[src/rtl/blake2_msg_buffer_pkg.sv]
// Shared types and geometry for the BLAKE2s message-block buffer.
package blake2_msg_buffer_pkg;
   localparam int          BLOCK_BYTES = 64;
   localparam int          BLOCK_WORDS = 16;
   localparam logic [63:0] T_INC       = 64'd64;

   typedef enum logic [1:0] {
      ST_FILL = 2'd0,
      ST_FULL = 2'd1,
      ST_BUSY = 2'd2
   } state_t;

   // Byte counter for the final block: message length plus the key block, if any.
   function automatic logic [63:0] t_final(input logic [63:0] ll, input logic [5:0] kk);
      return ll + ((kk != 6'd0) ? T_INC : 64'd0);
   endfunction
endpackage

[src/rtl/blake2_msg_buffer_if.sv]
// Host byte stream plus core block handshake/read port.
interface blake2_msg_buffer_if;
   logic        data_v_i;
   logic [7:0]  data_i;
   logic [5:0]  data_idx_i;
   logic        block_first_i;
   logic        block_last_i;
   logic [5:0]  kk_i;
   logic [63:0] ll_i;
   logic        ready_v_o;
   logic        blk_v_o;
   logic        blk_ready_i;
   logic        blk_done_i;
   logic [3:0]  m_idx_i;
   logic [31:0] m_o;
   logic [63:0] t_o;
   logic        first_o;
   logic        last_o;
   logic        overrun_o;

   modport master (
      output data_v_i, data_i, data_idx_i, block_first_i, block_last_i, kk_i, ll_i,
             blk_ready_i, blk_done_i, m_idx_i,
      input  ready_v_o, blk_v_o, m_o, t_o, first_o, last_o, overrun_o
   );

   modport slave (
      input  data_v_i, data_i, data_idx_i, block_first_i, block_last_i, kk_i, ll_i,
             blk_ready_i, blk_done_i, m_idx_i,
      output ready_v_o, blk_v_o, m_o, t_o, first_o, last_o, overrun_o
   );
endinterface

[src/rtl/blake2_msg_buffer_bytes.sv]
// 64 x 8 byte-writable block storage with a little-endian 32-bit word read mux.
module blake2_msg_bytes
   import blake2_msg_buffer_pkg::*;
(
   input  logic        clk,
   input  logic        i_we,
   input  logic [5:0]  i_idx,
   input  logic [7:0]  i_data,
   input  logic [3:0]  i_widx,
   output logic [31:0] o_word
);
   logic [BLOCK_BYTES-1:0][7:0] r_mem;

   // Byte-lane write; storage is deliberately not reset.
   always_ff @(posedge clk) begin
      if (i_we) r_mem[i_idx] <= i_data;
   end

   // Packed slice puts the highest byte lane in the MSBs: little-endian word.
   assign o_word = r_mem[{i_widx, 2'b00} +: 4];
endmodule

[src/rtl/blake2_msg_buffer.sv]
// Collects one 64-byte message block, latches its flags and byte counter t,
// and offers it to the BLAKE2s core.
module blake2_msg_buffer
   import blake2_msg_buffer_pkg::*;
(
   input logic                  clk,
   input logic                  nreset,
   blake2_msg_buffer_if.slave   bus
);
   state_t      r_state;
   logic        r_ready;
   logic        r_blk_v;
   logic [63:0] r_t;
   logic        r_first;
   logic        r_last;
   logic        r_ovr;
   logic        w_we;
   logic        w_blk_end;
   logic [31:0] w_word;

   assign w_we      = bus.data_v_i && (r_state == ST_FILL);
   assign w_blk_end = w_we && (bus.data_idx_i == 6'(BLOCK_BYTES - 1));

   blake2_msg_bytes u_bytes (
      .clk    (clk),
      .i_we   (w_we),
      .i_idx  (bus.data_idx_i),
      .i_data (bus.data_i),
      .i_widx (bus.m_idx_i),
      .o_word (w_word)
   );

   // Block FSM with registered ready/valid decodes, t counter and flag latches.
   always_ff @(posedge clk) begin
      if (!nreset) begin
         r_state <= ST_FILL;
         r_ready <= 1'b1;
         r_blk_v <= 1'b0;
         r_t     <= 64'd0;
         r_first <= 1'b0;
         r_last  <= 1'b0;
      end else begin
         case (r_state)
            ST_FILL: if (w_blk_end) begin
               r_state <= ST_FULL;
               r_ready <= 1'b0;
               r_blk_v <= 1'b1;
               r_first <= bus.block_first_i;
               r_last  <= bus.block_last_i;
               r_t     <= bus.block_last_i ? t_final(bus.ll_i, bus.kk_i) : r_t + T_INC;
            end
            ST_FULL: if (bus.blk_ready_i) begin
               r_state <= ST_BUSY;
               r_blk_v <= 1'b0;
            end
            ST_BUSY: if (bus.blk_done_i) begin
               r_state <= ST_FILL;
               r_ready <= 1'b1;
               // Next message starts counting from zero.
               if (r_last) r_t <= 64'd0;
            end
            default: begin
               r_state <= ST_FILL;
               r_ready <= 1'b1;
               r_blk_v <= 1'b0;
            end
         endcase
      end
   end

   // Sticky flag for any byte strobed while the buffer cannot accept it.
   always_ff @(posedge clk) begin
      if (!nreset)                                  r_ovr <= 1'b0;
      else if (bus.data_v_i && r_state != ST_FILL)  r_ovr <= 1'b1;
   end

   assign bus.ready_v_o = r_ready;
   assign bus.blk_v_o   = r_blk_v;
   assign bus.m_o       = w_word;
   assign bus.t_o       = r_t;
   assign bus.first_o   = r_first;
   assign bus.last_o    = r_last;
   assign bus.overrun_o = r_ovr;
endmodule

[src/flat_wrapper.sv]
// flat-port wrapper written by rule: the top's interface ports become plain ports
module blake2_msg_buffer_flat import blake2_msg_buffer_pkg::*;
  (clk, nreset, bus_data_v_i, bus_data_i, bus_data_idx_i, bus_block_first_i, bus_block_last_i, bus_kk_i, bus_ll_i, bus_blk_ready_i, bus_blk_done_i, bus_m_idx_i, bus_ready_v_o, bus_blk_v_o, bus_m_o, bus_t_o, bus_first_o, bus_last_o, bus_overrun_o);
  blake2_msg_buffer_if bus_i ();
  input logic clk;
  input logic nreset;
  input wire logic [$bits(bus_i.data_v_i)-1:0] bus_data_v_i;
  input wire logic [$bits(bus_i.data_i)-1:0] bus_data_i;
  input wire logic [$bits(bus_i.data_idx_i)-1:0] bus_data_idx_i;
  input wire logic [$bits(bus_i.block_first_i)-1:0] bus_block_first_i;
  input wire logic [$bits(bus_i.block_last_i)-1:0] bus_block_last_i;
  input wire logic [$bits(bus_i.kk_i)-1:0] bus_kk_i;
  input wire logic [$bits(bus_i.ll_i)-1:0] bus_ll_i;
  input wire logic [$bits(bus_i.blk_ready_i)-1:0] bus_blk_ready_i;
  input wire logic [$bits(bus_i.blk_done_i)-1:0] bus_blk_done_i;
  input wire logic [$bits(bus_i.m_idx_i)-1:0] bus_m_idx_i;
  output wire logic [$bits(bus_i.ready_v_o)-1:0] bus_ready_v_o;
  output wire logic [$bits(bus_i.blk_v_o)-1:0] bus_blk_v_o;
  output wire logic [$bits(bus_i.m_o)-1:0] bus_m_o;
  output wire logic [$bits(bus_i.t_o)-1:0] bus_t_o;
  output wire logic [$bits(bus_i.first_o)-1:0] bus_first_o;
  output wire logic [$bits(bus_i.last_o)-1:0] bus_last_o;
  output wire logic [$bits(bus_i.overrun_o)-1:0] bus_overrun_o;
  assign bus_i.data_v_i = bus_data_v_i;
  assign bus_i.data_i = bus_data_i;
  assign bus_i.data_idx_i = bus_data_idx_i;
  assign bus_i.block_first_i = bus_block_first_i;
  assign bus_i.block_last_i = bus_block_last_i;
  assign bus_i.kk_i = bus_kk_i;
  assign bus_i.ll_i = bus_ll_i;
  assign bus_i.blk_ready_i = bus_blk_ready_i;
  assign bus_i.blk_done_i = bus_blk_done_i;
  assign bus_i.m_idx_i = bus_m_idx_i;
  assign bus_ready_v_o = bus_i.ready_v_o;
  assign bus_blk_v_o = bus_i.blk_v_o;
  assign bus_m_o = bus_i.m_o;
  assign bus_t_o = bus_i.t_o;
  assign bus_first_o = bus_i.first_o;
  assign bus_last_o = bus_i.last_o;
  assign bus_overrun_o = bus_i.overrun_o;
  blake2_msg_buffer u_core (.clk(clk), .nreset(nreset), .bus(bus_i));
endmodule
[config.mk]
export PLATFORM = sky130hd
export DESIGN_NAME = blake2_msg_buffer_flat
export DESIGN_NICKNAME = d
export VERILOG_FILES = /design/src/rtl/blake2_msg_buffer_pkg.sv /design/src/rtl/blake2_msg_buffer_if.sv /design/src/rtl/blake2_msg_buffer_bytes.sv /design/src/rtl/blake2_msg_buffer.sv /design/src/flat_wrapper.sv
export SDC_FILE = /design/constraint.sdc
export NUM_CORES = 1
export LEC_CHECK = 0
export ABC_AREA = 1
export CAP_MARGIN = 20
export CELL_PAD_IN_SITES_DETAIL_PLACEMENT = 1
export CELL_PAD_IN_SITES_GLOBAL_PLACEMENT = 2
export CORE_MARGIN = 4
export CORE_UTILIZATION = 33
export CTS_BUF_LIST = sky130_fd_sc_hd__clkbuf_16
export CTS_CLUSTER_SIZE = 8
export DETAILED_ROUTE_END_ITERATION = 8
export PLACE_DENSITY = 0.76
export SLEW_MARGIN = 0
export SYNTH_ARGS = -nofsm -noshare
export SYNTH_HDL_FRONTEND = slang
export SYNTH_HIERARCHICAL = 1
export SYNTH_SLANG_ARGS = --single-unit
[constraint.sdc]
create_clock -name clk -period 2.3 [get_ports clk]
set_clock_uncertainty 0.15 [all_clocks]
set_input_delay 0.23 -clock clk [delete_from_list [all_inputs] [get_ports clk]]
set_output_delay 0.23 -clock clk [all_outputs]
set_load 0.02 [all_outputs]
==> results of run 1 <==
power by group:
part	switching [mW]	total (mW)	internal, mW
logic	1.44	2.29	0.854
clock network	4.75	11.2	6.50
registers	0.0151	11.6	11.6
through the flow:
step	TNS, ns	power (mW)	utilization	setup slack (ns)
2_1_floorplan	0	12.76	-	0.1165
3_3_place_gp	-27.36	14.05	0.4027	-0.3408
3_5_place_dp	-38.39	14.07	0.4027	-0.3472
4_1_cts	0	25.42	0.4314	0.0005709
5_1_grt	-0.01081	26.07	0.4319	-0.01081
6_report	0	25.11	0.4319	0.06359
tightest hold or removal path: cells and delay by family:
kind / cells / cell delay (ns)
buf+inv: 1 / 0.42
simple gates: 1 / 0.07
compound gates: 1 / 0.05
cells by family (layout without fill, tap and decap cells):
kind of cell	after synthesis	count (layout)	share of synthesized area
other	0	2	0
flip-flops	583	583	0.5763
AO/OA/AOI/OAI	144	144	0.02580
buffers and inverters	633	1214	0.09355
AND/OR/NAND/NOR	1997	1997	0.2927
XOR/XNOR	33	33	0.009918
adder cells (fa/ha/maj)	4	4	0.001717
sequential cells by signal, summed over array words and instances (netlist names):
name	count
u_core/bus.blk_v_o	1
u_core/bus.first_o	1
u_core/bus.last_o	1
u_core/bus.overrun_o	1
u_core/bus.ready_v_o	1
u_core/bus.t_o	64
u_core/r_state	2
u_core/u_bytes/r_mem	512
worst max path at each step:
stage,endpoint,slack [ns],depth (start not counted)
global route,bus_m_o[21],-0.01,7
finish,bus_t_o[62],0.06,1
detailed placement,u_core/bus.t_o[62]$_SDFFE_PN0P_,-0.35,15
global placement,u_core/u_bytes/r_mem[114]$_DFFE_PP_,-0.34,8
floorplan,u_core/u_bytes/r_mem[64]$_DFFE_PP_,0.12,5
CTS,bus_m_o[26],0.0006,7
repair_timing:
action / CTS / global route
hold buffers: 12 / 0
buffers inserted: 0 / 0
setup endpoints to repair: 35 / 38
hold endpoints to repair: 176 / 0
gates resized for setup: 42 / 31
cell usage in the layout (no fill, tap or decap), types with 3 or more instances in the layout:
master / instances
clkdlybuf4s50_1: 150
dlygate4sd3_1: 12
a21oi_1: 79
inv_2: 10
nor2_2: 12
nor3_1: 13
nand4_1: 28
nand2_2: 19
buf_12: 42
nand2_1: 1091
nand3_2: 11
inv_1: 506
nand3_1: 512
clkbuf_16: 83
nor2_1: 267
clkdlybuf4s15_1: 7
o21ai_0: 52
dfxtp_1: 66
dfxtp_2: 5
ha_1: 4
buf_4: 367
xnor2_1: 7
clkdlybuf4s15_2: 3
o211ai_1: 4
xor2_1: 26
nor2_4: 10
buf_2: 11
or2_0: 8
edfxtp_1: 512
nand3b_1: 9
dlygate4sd2_1: 3
clkinv_16: 5
clkbuf_2: 6
metal layers:
layer  vias up  wire length [µm]
li1      12050                 -
met1     12080             47130
met2       611             50850
met3       142              5122
met4         2              2855
met5         -                10
cell type report:
class	count	area, µm²	share of cell area
Tap cell	1155	1445	0.03839
Inverter	492	1857	0.04932
Sequential cell	583	16800	0.4463
Clock buffer	83	2077	0.05517
Clock inverter	37	294.0	0.007811
Multi-Input combinational cell	2178	9718	0.2582
Antenna cell	2	5.005	0.0001329
Timing Repair Buffer	602	5446	0.1447
==> summary.txt, run 1 <==
Status = completed
Final min period = 2.236 ns
Cell count after synthesis = 3394
Largest stage delay, worst path = 0.69 ns
Critical Path Source Type = register
Synthesized flop and latch total = 583
Cell Chain, Critical Path = clkdlybuf4s50_1
Area delta synth->final = 29.17%
R2R cell count = 9
Worst hold path cell count = 3
Unrepaired setup endpoints after global routing = yes
Post-synth top cells = 1098 x nand2_1, 519 x nand3_1, 512 x edfxtp_1
Power density cells = 667.1 nW/µm²
Async SR Flop Fraction = 0
Die width = 305.2 µm
Residual DRC = 0
Largest delay contributor family on the critical path = buffers and inverters
Global-route track usage on met1 = 0.2965
GR Util met2 = 0.3778
Max-slew violations = 0
Critical Path Sink Type = primary output
Max Cap Violations = 0
Fill count = 10.27k
Hold crit path type = in2reg
WP data arrival = 1.86 ns
Post-synth EDFFs = 512
Core Box Area = 87160 µm²
Syn Area/Cell = 8.587 µm²
Syn. warnings = 6
Max Fclk = 447.1 MHz
Worst-skew pair later-pin latency = 0.64 ns
WL/cell = 20.65 µm
Critical path origin = u_core/bus.t_o[62]$_SDFFE_PN0P_
Synth area leaders = edfxtp_1 53%, nand2_1 14%, nand3_1 8.9%
Launching point of the worst reg2reg path = u_core/bus.t_o[39]$_SDFFE_PN0P_
Kind of critical path = reg2out
Die area = 93130 µm²
Pin count of the biggest net entering global routing = 65
Hold path endpoint = u_core/bus.t_o[3]$_SDFFE_PN0P_
Crit-path slowest cell = clkdlybuf4s50_1
Vias per cell = 4.848
Synth top area share = 0.5276
Final hold violation count = 0
Relative max-transition margin = 0.5713
First-pass DRT Iterations = 5
Die H = 305.2 µm
Placed wire-length estimate = 76060 µm
Cell area after layout = 37640 µm²
Gr ovfl total = 0
Area after DPL = 35090 µm²
GRT Total Usage = 0.2226
CP max FO = 5
Register area share after synthesis = 0.5763
CTS sink cnt = 583
Placed Cells = 4998
Synth cell types = 46
CTS Root Cell = clkbuf_16
Routed via count = 24.88k
Top FF cell, synth = edfxtp_1
H-tree levels = 3
Num ports = 196
Pleak = 15.66 nW
Grt met3 use = 0.03233
Vias in the first global route = 25.51k
Total wire length = 106000 µm
Measured slew at the worst slew-check pin = 0.6431 ns
Tcrit/Tclk final = 0.9724
Leading area contributor after synthesis = edfxtp_1
Most frequent cell after synthesis = nand2_1
CTS buffer count = 83
Hold slack = 0.05252 ns
Share of cells above drive strength 1 = 0.1519
Post-Syn Nets = 3493
DR iter-0 viols = 1470
First-pass GRT wire length = 159100 µm
Nets = 4039
Reg-to-Reg End = u_core/bus.t_o[52]$_SDFFE_PN0P_
Finish-stage setup viols = 0
Worst ir drop on vdd = 0.4852 mV
Register clock-pin slew on the reported worst setup and hold paths = 0.05 ns
Netlist Area Pre-Place = 29140 µm²
Initial antenna violation count = 3
DRT antenna net count = 0
Finished Layout Cells = 5132
Min-delay src = bus_ll_i[3]
CP Data Required Time = 1.92 ns
Reg-to-reg setup timing slack = 0.10 ns
Clock Path Buffers = 3
Buf+Inv Stages, Crit Path = 1
Row Count = 108
Initial Util = 0.3344
Busiest grt layer = met2
CTS tree = yes
Final GP Congestion = 0.8705
Port Buffers = 195
(Power assumes the default switching activity.)
==> run 2: changes to the inputs <==
ABC_CLOCK_PERIOD_IN_PS = 2300   (was unset)
==> results of run 2 <==
Final layout, timing and power as in run 1 (identical DEF).
==> run 3: changes to the inputs <==
ABC_CLOCK_PERIOD_IN_PS = 1900   (was 2300)
clock period = 1.9 ns   (was 2.3 ns; I/O delays follow)
==> run 3 against run 2 <==
The flow now finishes with violations (setup timing). Highest routed layer is now met4. Wire length up 5.5%. Combinational power grew 48%. Utilization is 5.7 points higher. Setup slack lost 0.21 ns. Largest power group unchanged. Design area rose by 13%. Critical endpoint is now bus_m_o[24]. Via count rose by 4.9%. Global-route usage up 0.90 points. Count of clock-buffer cells in the layout stayed put. Critical path depth rose by 6. Die area unchanged. Total power rose by 23%.
==> summary.txt, run 3 (synthesized netlist as in run 1, its figures left out) <==
Worst-skew pair later-pin latency = 0.64 ns (about the same)
CP max FO = 23 (+18)
Pleak = 17.76 nW (+13%)
Die area = 93130 µm² (unchanged)
Die width = 305.2 µm (unchanged)
Core Box Area = 87160 µm² (unchanged)
Antenna diode count = 0 (-2)
DR iter-0 viols = 1547 (+5.2%)
Area delta synth->final = 46.17%
Max Cap Violations = 0 (unchanged)
Area after DPL = 36020 µm² (+2.6%)
Hold path endpoint = u_core/r_state[1]$_SDFFE_PN0P_
Gr ovfl total = 0 (unchanged)
Launching point of the worst reg2reg path = u_core/r_state[1]$_SDFFE_PN0P_
Initial Util = 0.3344 (unchanged)
Setup ws final = -0.1463 ns (-0.2099 ns)
WP data arrival = 1.71 ns (-0.15 ns)
Reg-to-Reg End = u_core/bus.t_o[38]$_SDFFE_PN0P_
Vias per cell = 4.948 (+2.1%)
Relative max-transition margin = 0.5732 (+0.001952)
Nets = 4189 (+3.7%)
Finished Layout Cells = 5276 (+2.8%)
Residual DRC = 0 (unchanged)
DRT antenna net count = 0 (unchanged)
Row Count = 108 (unchanged)
Reg-to-reg setup timing slack = -0.11 ns (-0.21 ns)
Most common cell after layout, fill and taps aside = nand2_1
Power density cells = 726.7 nW/µm² (+8.9%)
R2R cell count = 13 (+4)
Die H = 305.2 µm (unchanged)
Hold crit path type = in2reg
Routed via count = 26.11k (+4.9%)
WL/cell = 21.19 µm (+2.6%)
Finish-stage setup viols = 213 (+213)
Unrepaired setup endpoints after global routing = yes
Port Buffers = 195 (unchanged)
Final min period = 2.046 ns
Commonest non-fill, non-tap cells in the layout = 949 x nand2_1, 512 x edfxtp_1, 490 x inv_1
Pin count of the biggest net entering global routing = 65 (unchanged)
Biggest register = u_core/u_bytes/r_mem
Setup_tns = -9.456 ns (-9.456 ns)
Max-slew violations = 0 (unchanged)
Min-delay src = bus_blk_ready_i
Critical Path Sink Type = primary output
CTS tree = yes
Final GP Congestion = 0.8523 (-2.1%)
Register clock-pin slew on the reported worst setup and hold paths = 0.05 ns (about the same)
Worst hold path cell count = 3 (unchanged)
First-pass GRT wire length = 167000 µm (+4.9%)
H-tree levels = 3 (unchanged)
CTS Root Cell = clkbuf_16
Kind of critical path = in2out
Failing checks = setup timing
Final core utilization = 0.4887 (+0.05683)
CTS buffer count = 83 (unchanged)
Max reg flops = 512 (unchanged)
Placed Cells = 5091 (+1.9%)
Share of cells above drive strength 1 = 0.3230 (+0.1710)
Tcrit/Tclk final = 1.077
Status = finished with violations
Total wire length = 111800 µm (+5.5%)
Cell area after layout = 42600 µm² (+13%)
Placed wire-length estimate = 74870 µm (-1.6%)
Final hold violation count = 0 (unchanged)
Clock Path Buffers = 3 (unchanged)
GRT Total Usage = 0.2316 (+0.009032)
CP Data Required Time = 1.56 ns (-0.36 ns)
Max Fclk = 488.7 MHz
Initial antenna violation count = 0 (-3)
Hold slack = 0.04851 ns (-0.004010 ns)
Vias in the first global route = 27.30k (+7.0%)
Num ports = 196 (unchanged)
First-pass DRT Iterations = 5 (unchanged)
Measured slew at the worst slew-check pin = 0.6395 ns (-0.003632 ns)
Worst ir drop on vdd = 0.5487 mV (+13%)
Critical Path Source Type = input pin
CTS sink cnt = 583 (unchanged)
run 3: area by class of cell:
cell class / count / area (µm²)
Fill cell: 9837 / 44560
Sequential cell: 583 / 16860
Multi-Input combinational cell: 2178 / 12680
Timing Repair Buffer: 752 / 7393
Clock buffer: 83 / 2077
Inverter: 492 / 1873
Tap cell: 1155 / 1445
Clock inverter: 33 / 269.0
run 3: stage by stage:
stage	setup slack, ns	total power, mW
floorplan	-0.2835	15.45
global placement	-0.7043	17.09
detailed placement	-0.7564	17.12
CTS	-0.1786	31.13
global route	-0.2039	32.06
finish	-0.1463	30.96
run 3: layer usage:
metal	track usage	wire length, µm
met1	0.2989	47460
met3	0.02437	4351
met4	0.06345	2928
met5	0	0
met2	0.4146	57050
run 3: worst max path at each step:
stage	end	cells past startpoint	startpoint	slack [ns]
2_1_floorplan	u_core/u_bytes/r_mem[64]$_DFFE_PP_	5	u_core/r_state[1]$_SDFFE_PN0P_	-0.28
5_1_grt	bus_m_o[29]	7	u_core/u_bytes/r_mem[221]$_DFFE_PP_	-0.20
3_5_place_dp	u_core/bus.t_o[36]$_SDFFE_PN0P_	14	bus_kk_i[2]	-0.76
4_1_cts	bus_m_o[11]	7	u_core/u_bytes/r_mem[107]$_DFFE_PP_	-0.18
6_report	bus_m_o[24]	7	bus_m_idx_i[3]	-0.15
3_3_place_gp	u_core/bus.t_o[36]$_SDFFE_PN0P_	14	bus_kk_i[2]	-0.70
run 3: timing repair:
item	4_1_cts	5_1_grt
resized for setup	679	455
endpoints found under the hold margin	522	0
setup buffers	22	22
hold buffers	15	0
gates cloned	10	1
pin swaps	168	199
endpoints found under the setup margin	422	544
run 3: worst max-delay path: stages:
cell	delay (ns)
clkdlybuf4s50_1	0.46
inv_1	0.12
buf_12	0.26
buf_4	0.21
nand3_4	0.11
nand2_4	0.14
buf_6	0.14
run 3: power by group:
| group | internal (mW) | switching [mW] |
|---|---|---|
| registers | 14.0 | 0.0173 |
| clock network | 7.86 | 5.71 |
| logic | 1.31 | 2.08 |
| total | 23.1 | 7.81 |
